--- src/rtl/game_session_controller.sv ---
// Play-session sequencer: IDLE -> countdown -> timed play (pausable) -> over, with saturating score and slice/miss sound arbiter.
// Start/pause act 3 edges after the pin; sound_valid rises 2 cycles after an event and holds valid/id stable until sound_ready.
module game_session_controller #(
  parameter int TICK_CYCLES = 65_000_000,
  parameter int COUNTDOWN_S = 3,
  parameter int GAME_S      = 120
) (
  input  logic        clk_in,
  input  logic        rst_in,
  input  logic        start_in,
  input  logic        pause_in,
  input  logic        slice_in,
  input  logic        miss_in,
  input  logic        sound_ready_in,
  output logic        sound_valid_out,
  output logic [1:0]  sound_id_out,
  output logic        run_out,
  output logic        start_music_out,
  output logic        stop_music_out,
  output logic [2:0]  state_out,
  output logic [7:0]  seconds_left_out,
  output logic [11:0] score_out
);

  localparam int CW = (TICK_CYCLES > 1) ? $clog2(TICK_CYCLES) : 1;
  localparam logic [CW-1:0] TICK_LAST = CW'(TICK_CYCLES - 1);

  typedef enum logic [2:0] {
    S_IDLE      = 3'd0,
    S_COUNTDOWN = 3'd1,
    S_PLAYING   = 3'd2,
    S_PAUSED    = 3'd3,
    S_OVER      = 3'd4
  } state_t;

  state_t          state, state_nxt;
  logic [7:0]      secs, secs_nxt;
  logic [11:0]     score;
  logic [CW-1:0]   cnt;
  logic            start_s1, start_s2, start_q;
  logic            pause_s1, pause_s2;
  logic            start_evt, tick, cnt_clr, cnt_run, score_clr;
  logic            start_music_nxt, stop_music_nxt;
  logic            slice_evt, miss_evt, load, grant_slice, grant_miss;
  logic            pend_slice, pend_miss;

  always_ff @(posedge clk_in or negedge rst_in) begin
    if (!rst_in) begin
      start_s1 <= 1'b0;
      start_s2 <= 1'b0;
      start_q  <= 1'b0;
      pause_s1 <= 1'b0;
      pause_s2 <= 1'b0;
    end else begin
      start_s1 <= start_in;
      start_s2 <= start_s1;
      start_q  <= start_s2;
      pause_s1 <= pause_in;
      pause_s2 <= pause_s1;
    end
  end

  assign start_evt = start_s2 && !start_q;
  assign tick      = (cnt == TICK_LAST);

  // A pause landing on a tick freezes the count at TICK_LAST so the tick fires on resume.
  assign cnt_run = (state == S_COUNTDOWN) ||
                   ((state == S_PLAYING) && !(pause_s2 && tick));

  always_ff @(posedge clk_in or negedge rst_in) begin
    if (!rst_in) begin
      cnt <= '0;
    end else if (cnt_clr) begin
      cnt <= '0;
    end else if (cnt_run) begin
      cnt <= tick ? '0 : cnt + CW'(1);
    end
  end

  always_comb begin
    state_nxt       = state;
    secs_nxt        = secs;
    start_music_nxt = 1'b0;
    stop_music_nxt  = 1'b0;
    cnt_clr         = 1'b0;
    score_clr       = 1'b0;
    case (state)
      S_IDLE, S_OVER: begin
        if (start_evt) begin
          state_nxt = S_COUNTDOWN;
          secs_nxt  = 8'(COUNTDOWN_S);
          cnt_clr   = 1'b1;
          score_clr = 1'b1;
        end
      end
      S_COUNTDOWN: begin
        if (tick) begin
          if (secs > 8'd1) begin
            secs_nxt = secs - 8'd1;
          end else begin
            state_nxt       = S_PLAYING;
            secs_nxt        = 8'(GAME_S);
            start_music_nxt = 1'b1;
            cnt_clr         = 1'b1;
          end
        end
      end
      S_PLAYING: begin
        if (pause_s2) begin
          state_nxt = S_PAUSED;
        end else if (tick) begin
          if (secs > 8'd1) begin
            secs_nxt = secs - 8'd1;
          end else begin
            state_nxt      = S_OVER;
            secs_nxt       = 8'd0;
            stop_music_nxt = 1'b1;
          end
        end
      end
      S_PAUSED: begin
        if (!pause_s2) state_nxt = S_PLAYING;
      end
      default: state_nxt = S_IDLE;
    endcase
  end

  always_ff @(posedge clk_in or negedge rst_in) begin
    if (!rst_in) begin
      state           <= S_IDLE;
      secs            <= 8'd0;
      start_music_out <= 1'b0;
      stop_music_out  <= 1'b0;
    end else begin
      state           <= state_nxt;
      secs            <= secs_nxt;
      start_music_out <= start_music_nxt;
      stop_music_out  <= stop_music_nxt;
    end
  end

  assign slice_evt = slice_in && (state == S_PLAYING);
  assign miss_evt  = miss_in && (state == S_PLAYING);

  always_ff @(posedge clk_in or negedge rst_in) begin
    if (!rst_in) begin
      score <= 12'd0;
    end else if (score_clr) begin
      score <= 12'd0;
    end else if (slice_evt && (score != 12'hFFF)) begin
      score <= score + 12'd1;
    end
  end

  // Output register reloads whenever it is empty or being accepted; slice wins over miss.
  assign load        = !sound_valid_out || sound_ready_in;
  assign grant_slice = load && pend_slice;
  assign grant_miss  = load && !pend_slice && pend_miss;

  always_ff @(posedge clk_in or negedge rst_in) begin
    if (!rst_in) begin
      pend_slice      <= 1'b0;
      pend_miss       <= 1'b0;
      sound_valid_out <= 1'b0;
      sound_id_out    <= 2'd0;
    end else begin
      pend_slice <= slice_evt || (pend_slice && !grant_slice);
      pend_miss  <= miss_evt || (pend_miss && !grant_miss);
      if (load) begin
        sound_valid_out <= pend_slice || pend_miss;
        sound_id_out    <= pend_slice ? 2'd1 : (pend_miss ? 2'd2 : 2'd0);
      end
    end
  end

  assign run_out          = (state == S_PLAYING);
  assign state_out        = state;
  assign seconds_left_out = secs;
  assign score_out        = score;

endmodule

--- config.mk ---
export PLATFORM = sky130hd
export DESIGN_NAME = game_session_controller
export DESIGN_NICKNAME = d
export VERILOG_FILES = /design/src/rtl/game_session_controller.sv
export SDC_FILE = /design/constraint.sdc
export NUM_CORES = 1
export LEC_CHECK = 0
export ABC_AREA = 1
export BUFFER_PORTS_ARGS = -buffer_cell sky130_fd_sc_hd__buf_4
export CAP_MARGIN = 25
export CORE_UTILIZATION = 44
export DETAILED_ROUTE_END_ITERATION = 10
export SYNTH_ARGS = -nofsm -noshare
export SYNTH_HDL_FRONTEND = slang
export SYNTH_SLANG_ARGS = --single-unit
--- constraint.sdc ---
create_clock -name clk_in -period 2.35 [get_ports clk_in]
set_input_delay 0.1175 -clock clk_in [delete_from_list [all_inputs] [get_ports clk_in]]
set_output_delay 0.1175 -clock clk_in [all_outputs]
set_load 0.01 [all_outputs]
== Word-level counts from Yosys, hierarchy flattened ==
Cells that the tools add are included.
Storage, ports and cells
  word-level logic and storage cells: 92
  flip-flop bits (word level): 61
  output and inout bits: 29
Cells by class
  add/subtract/negate cells: 3
  order comparisons: 1
  mux-type cells: 30
  equal/unequal tests: 14
  reductions and logical operators: 29
Operators with widths (number)
  $mux W26: 3
  $mux W8: 6
  $add A26 B1 Y26 const B: 1
  $eq A26 B26 Y1 const B: 1
  $mux W12: 2
  $pmux W8 S3: 1
  $mux W3: 7
  $add A12 B1 Y12 const B: 1
  $ne A12 B12 Y1 const B: 1
  $pmux W3 S4: 1
  $logic_and A1 B1 Y1: 11
  $ne A2 B2 Y1 const B: 5
  $gt A8 B1 Y1 const B: 1
  $sub A8 B1 Y8 const B: 1
  $mux W1: 7
  $eq A3 B2 Y1 const B: 2
  $logic_not A1 Y1: 6
  $reduce_and A6 Y1: 1
  $logic_or A1 B1 Y1: 5
  $reduce_and A5 Y1: 1
  $mux W2: 2
  $reduce_bool A2 Y1: 2
  $eq A3 B1 Y1 const B: 1
  $eq A3 B3 Y1 const B: 1
  other kinds (7): 7

== Depth between registers and ports, before layout ==
Gate-level depths: netlist of run 1.
  depth after elaboration: 7
  gate-level depth with buffers: 12
  gate-level depth less buffers: 11

== Worst setup path before layout of run 1 ==
No wires, ideal clock.
  kind: register -> register
  from: register secs[0], in the netlist seconds_left_out[0]
  to: register cnt[9]
  clock period less this slack: 1.715 ns
  cell stages (with the launch flop): 11
  data arrival time: 1.592 ns
  data required time: 2.228 ns
  path slack: 0.635 ns
  setup time: 0.122 ns
  cells stage by stage: dfrtp_1 inv_1 ha_1 o21ai_0 nor2_1 nand4_1 nand2_1 nor2_4 buf_6 nand2_1 nand2_1
On the way
  word-level cells in the longest chain between the ends: 5
  elaborated cells between the ends (all ways): 6
  those cells by class: order compare: 1; mux: 4; reduce/logical: 1
Ends and longest elaborated chain
  start: declaration: RTL line 37  | logic [7:0] secs, secs_nxt;
  start signal: assignment: RTL line 136  | secs <= secs_nxt;
  $gt A8 B1 Y1 (*): RTL line 98  | if (secs > 8'd1) begin
  $mux W1 (*): RTL line 98
  $mux W1 (*)
  $pmux W1 S2 (*): RTL line 87  | case (state)
  $mux W26 / $reduce_bool A2 Y1 (equally long branches)
  end signal: assignment: RTL line 76  | cnt <= tick ? '0 : cnt + CW'(1);
  end: declaration: RTL line 39  | logic [CW-1:0] cnt;
Every way passes the cells marked *; elsewhere a longest branch is shown, timed or not.
A chain may end at the register's enable or synchronous reset.

== Worst setup path in the final report of run 1 ==
  from: register cnt[1]
  to: register secs[2], in the netlist seconds_left_out[2]
On the way
  word-level cells in the longest chain between the ends: 3
  elaborated cells between the ends (all ways): 4
  those cells by class: eq/ne: 3; reduce/logical: 1
Ends and longest elaborated chain
  $eq A26 B26 Y1 (*): RTL line 64  | assign tick = (cnt == TICK_LAST);
  $ne A2 B1 Y1 (no line) / $ne A2 B2 Y1 (equally long branches)
  $reduce_and A5 Y1 (no line) (*)
Marked as above.

==> results of run 1 <==
[final cells by class]
cell class	count	area, sq um
inverter	57	214
timing repair buffer	45	350
fill	783	3530
multi-input combinational	384	1780
clock inverter	5	81.3
clock buffer	11	151
tap	102	128
sequential	61	1530
[power groups by stage]
stage	Combinational (mW)	Clock, mW	Sequential [mW]
after floorplan	1.23	0	1.48
after global placement	1.82	0	1.44
after detailed placement	1.84	0	1.45
after CTS	1.85	1.13	1.43
after global routing	2.08	1.17	1.46
final	1.83	1.09	1.43
[routing by layer]
layer  vias up  track usage  wire length [um]
met1      1529        0.281              3920
met2        55        0.351              3810
li1       1719            -                 -
met3         7       0.0556               337
met4         0       0.0625                89
met5         -            0                 0
[cells in the final DEF, fill, tap and decap left out, types with 2 or more instances in the layout]
cell type / synthesis / routed
nand3b_1: 2 / 2
nand2_1: 200 / 200
nor2_4: 3 / 3
nand2_2: 5 / 5
nand4_1: 18 / 18
dlygate4sd3_1: 0 / 5
o211ai_1: 2 / 2
xor2_1: 8 / 8
o21ai_1: 7 / 7
nand3_1: 40 / 40
ha_1: 4 / 4
clkbuf_8: 0 / 11
a21oi_1: 3 / 3
nor3_1: 9 / 9
bufinv_16: 0 / 2
buf_4: 2 / 40
xnor2_1: 6 / 6
o21a_1: 2 / 2
o221ai_1: 2 / 2
dfrtp_1: 61 / 61
nor2_1: 52 / 52
inv_1: 56 / 56
o21ai_0: 14 / 14
[worst min path at each step]
stage                     slack [ns]         endpoint  cells past startpoint           start
after global placement          0.23         pause_s1                      1        pause_in
after floorplan                -0.18           cnt[0]                      0          rst_in
after CTS                       0.03  sound_id_out[0]                      3  sound_ready_in
after detailed placement        0.23         pause_s1                      1        pause_in
after global routing            0.06  sound_id_out[0]                      3  sound_ready_in
final                           0.03  sound_id_out[0]                      3  sound_ready_in
[state kept, by name, indices dropped and copies added (netlist names), 2 cells and up]
| register | flops |
|---|---|
| cnt | 26 |
| score_out | 12 |
| state_out | 3 |
| seconds_left_out | 8 |
| sound_id_out | 2 |
[worst register-to-register path: stages (launching register included)]
cell and delay [ns]:
dfrtp_1 0.39, ha_1 0.24, nand2_2 0.08, nor2_1 0.13, nand2_2 0.11, nor2_2 0.22
a21oi_2 0.14, nor2_4 0.27, inv_1 0.15, nand2_1 0.08, nand2_1 0.06
[what timing repair did]
action	4_1_cts	5_1_grt
hold endpoints to repair	65	0
buffers inserted	0	0
hold buffers	5	0
[per-stage QoR]
| stage | util | cell area (sq um) | power, mW | setup WS, ns | hold slack, ns |
|---|---|---|---|---|---|
| detailed placement | 0.509 | 3950 | 3.29 | 0.368 | 0.229 |
| global route | 0.545 | 4230 | 4.71 | 0.0829 | 0.0554 |
| global placement | 0.509 | 3950 | 3.26 | 0.403 | 0.228 |
| floorplan | - | 3570 | 2.71 | 0.635 | -0.178 |
| CTS | 0.545 | 4230 | 4.40 | 0.336 | 0.0308 |
| finish | 0.545 | 4230 | 4.35 | 0.352 | 0.0317 |
[cells by family after synthesis]
logic type,count (synthesis),share of synthesized area
buffers and inverters,63,0.0733
adders and majority gates,4,0.0140
and+or+nand+nor,331,0.392
AOI/OAI and AO/OA,35,0.0585
DFF,61,0.428
xor gates and xnor gates,14,0.0344
==> metrics, run 1 <==
status completed; Levels on crit path 10; Synth top area share 0.428; RSZ-0062 raised after global routing false; fmax around 500 MHz; total net switching power 1.79 mW; cts bufs inserted 9; CTS tree built; P&R area growth vs syn 18.6%; power share of the sequential group 0.329; initial drt markers 181; vias in the first global route 3091; delay-heaviest family, CP simple AND/OR/NAND/NOR gates; Crit path largest cell delay around 0.39 ns; Die H 92.1 um; Seq cells post-synth 61; Initial DRT Pass Iterations 4; Syn Inst Count 508; Critical Path End seconds_left_out[2]; worst-path maximum fanout 14; Fin. Hold Viols 0; hpwl dp 5.94 mm; sequential share of the synthesized area 0.428; max_cap viols 0; R2R setup slack approximately 0.35 ns; CP Buf/Inv Count 1; Final nets 569; Power Dens Cells 1030 mW/mm^2; worst skew pair latency 0.35 ns; Critical R2R Launch cnt[1]; Post-synth ARST share 1.00; Post-synth EDFFs 0; GRT overflow 0; Horiz. Die Dim 92.1 um; core region area 0.00777 sq mm; PostCTS Resize Cnt 0; HP Class primary input to register; syn avg cell area 7.03 sq um; clk sinks 61; deepest clock path buffer count 2; io pins 36; synth warn 0; dpl cells about 640; R2R depth 10; first-pass GRT wire length 14.3 mm; Rows 32; list of most frequent post-synthesis cells nand2_1, dfrtp_1, inv_1, nor2_1, nand3_1; crit path kind register to register; final WL 8.16 mm; Via Count 3310; switching part of the total power 0.411; VDD IR max 0.486 mV; Final ANT Viol Nets 0; Avg WL per Cell 12.3 um; Reg clk slew, reported paths about 0.07 ns; CP startpoint cnt[1]; layout cell share with drive strength beyond 1 0.123; Static Leak between 2 and 2.5 nW; count leader, synth nand2_1; Residual DRC 0; buffers added on ports 35; Net Count, Synth 519; Slew Limit Fails 0; Vias/cell 4.98; slew of the pin with the lowest slew margin 0.762 ns; Top FF cell, synth dfrtp_1; Starting Density 0.460; clock root buffer clkbuf_8; Pint 2.56 mW; minimum clock period 2.00 ns; Startpoint Class register; Final Skew 0.0102 ns; Post-Syn Area around 0.0036 sq mm; cell taking the most area after synthesis dfrtp_1; pin count of the biggest net entering global routing 62; die area 0.00848 sq mm; Final Cycle Share 0.850; final non-filler cell total 665; Netlist cell types 30; Clk pwr share 0.251; initial antenna violation count 0; most area-consuming cells after synthesis dfrtp_1, nand2_1, inv_1, nand3_1, nor2_1; CP Capture Type register; total global-route track usage 0.215; Reg2Reg Capture Point seconds_left_out[2]; slowest library cell on the worst path dfrtp_1; Setup Viol. Count Final 0; gpl congestion 0.861; H-tree depth 3; ant diodes 0; WP data arrival 2.23 ns; critical-path cell list ha_1 > nand2_2 > nor2_1 > nand2_2 > nor2_2 > a21oi_2 > nor2_4 > inv_1 > nand2_1 > nand2_1; slew margin rel. 0.492; Gate power share 0.420; Final TNS setup 0 ns; Worst EP required 2.58 ns
Power figures use the tool's default switching activity.
==> inputs of run 2 (changes only) <==
- REMOVE_ABC_BUFFERS: default -> 1
==> metrics, run 2 (synthesized netlist as in run 1, its figures left out) <==
Final TNS setup 0 ns (unchanged); total global-route track usage 0.214 (-0.00132); VDD IR max 0.527 mV (+8.5%); Final Skew 0.00891 ns (-0.00127 ns); GRT overflow 0 (unchanged); pre-CTS setup slack 0.349 ns (-0.0186 ns); Static Leak 2.17 nW (-0.41%); Final ANT Viol Nets 0 (unchanged); WP data arrival 2.29 ns (+0.06 ns); P&R area growth vs syn 17.8%; Rows 32 (unchanged); max_cap viols 0 (unchanged); vias in the first global route 3123 (+1.0%); final WL 8.05 mm (-1.3%); Vias/cell 4.91 (-1.3%); Slew Limit Fails 0 (unchanged); buffers added on ports 35 (unchanged); minimum clock period 2.02 ns (+0.0203 ns); CP Capture Type register; RSZ-0062 raised after global routing false; switching part of the total power 0.411 (+0.000725); clock root buffer clkbuf_8; CTS tree built; cts bufs inserted 9 (unchanged); fmax 495 MHz (-1.0%); PostCTS Resize Cnt 0 (unchanged); delay-heaviest family, CP simple AND/OR/NAND/NOR gates; leading cell type in the layout, fill and taps excluded nand2_1; ant diodes 0 (unchanged); status completed; power share of the sequential group 0.338 (+0.009); Setup Viol. Count Final 0 (unchanged); die area 0.00848 sq mm (unchanged); Crit path largest cell delay 0.40 ns (about the same); first-pass GRT wire length 14.3 mm (about the same); most frequent cells in the layout nand2_1, dfrtp_1, inv_1, nor2_1; CTS Hold Buffers Added 5 (unchanged); Die H 92.1 um (unchanged); Reg clk slew, reported paths 0.07 ns (about the same); Pwr Total 4.24 mW (-2.5%); gpl congestion 0.825 (-4.2%); Startpoint Class register; initial antenna violation count 0 (unchanged); initial drt markers 134 (-26%); Final nets 569 (unchanged); Fin. Hold Viols 0 (unchanged); setup ws final 0.332 ns (-0.0203 ns); worst skew pair latency 0.34 ns (about the same); most frequent CP cell nand2_1; hpwl dp 5.94 mm (about the same); crit path kind register to register; Placement Cell Area 0.00395 sq mm (unchanged); slew margin rel. 0.492 (about the same); Pint 2.50 mW (-2.6%); layout cell share with drive strength beyond 1 0.119 (-0.00355); total net switching power 1.74 mW (-2.3%); HP Class primary input to register; Final Cycle Share 0.859 (+0.00863); top register by number of flip-flops cnt; critical-path cell list ha_1 > nand2_2 > nor2_1 > nand2_2 > nor2_2 > nand2_1 > nand2_1 > nand2_2 > nor2_4 > buf_4 > nand2_1 > nand2_1; slew of the pin with the lowest slew margin 0.762 ns (-0.000186 ns); pin count of the biggest net entering global routing 62 (unchanged); clk sinks 61 (unchanged); Worst EP required 2.62 ns (+0.04 ns); Via Count 3267 (-1.3%); fin area 0.00421 sq mm (-0.62%); worst-path maximum fanout 26 (+12); io pins 36 (unchanged); Setup Fix Bufs, Post-CTS 0 (unchanged); Horiz. Die Dim 92.1 um (unchanged); Clk pwr share 0.234 (-0.017); core region area 0.00777 sq mm (unchanged); H-tree depth 3 (unchanged); Residual DRC 0 (unchanged); slowest library cell on the worst path dfrtp_1; Gate power share 0.428 (+0.008); max FFs per register 26 (unchanged); Initial DRT Pass Iterations 5 (+1); Avg WL per Cell 12.1 um (-1.3%); CP Buf/Inv Count 1 (unchanged); Starting Density 0.460 (unchanged); Power Dens Cells 1010 mW/mm^2 (-1.9%); deepest clock path buffer count 2 (unchanged); Post-Route Utilization 0.542 (-0.00338)
[run 2: changes by cell type in the layout (fill, tap and decap cells not counted), sizes merged]
cell | previous run | this run
clkinvlp | 1 | 0
clkinv | 1 | 3
inv | 58 | 57
[run 2: tightest hold or removal path, cell delays in order]
cell and delay, ns:
buf_4 0.08, nor3_1 0.04, nor2_1 0.08
[run 2: final cells by class]
cell class / count / area [sq um]
Clock buffer: 11 / 131
Clock inverter: 5 / 75.1
Fill cell: 801 / 3560
Inverter: 57 / 214
Multi-Input combinational cell: 384 / 1780
Sequential cell: 61 / 1530
Tap cell: 102 / 128
Timing Repair Buffer: 45 / 350
[run 2: path summary, 6_finish.rpt]
kind	start	to	slack (ns)	cells past startpoint
min in group asynchronous	rst_in	seconds_left_out[5]	0.37	2
max in group asynchronous	rst_in	cnt[4]	1.45	2
max	cnt[1]	cnt[4]	0.33	12
min reg2reg	pause_s1	pause_s2	0.36	0
min	sound_ready_in	sound_id_out[0]	0.03	3
max reg2reg	cnt[1]	cnt[4]	0.33	12
[run 2: stage by stage]
step                      hold WS (ns)  instances
after floorplan                 -0.178        502
after global placement           0.228        644
after detailed placement         0.231        644
after CTS                      0.00701        665
after global routing            0.0450        665
final                           0.0251        665
[run 2: metal layers]
metal	routed length, um	up-vias	global-route usage
met2	3820	53	0.351
met5	0	-	0
met4	127	0	0.0807
met1	3830	1486	0.276
met3	271	10	0.0456
li1	-	1718	-
[run 2: power groups by stage]
stage / combinational (mW) / clock (mW) / sequential, mW
6_report: 1.81 / 0.992 / 1.44
3_3_place_gp: 1.82 / 0 / 1.45
5_1_grt: 2.08 / 1.07 / 1.47
4_1_cts: 1.84 / 1.03 / 1.44
3_5_place_dp: 1.83 / 0 / 1.46
2_1_floorplan: 1.11 / 0 / 1.48
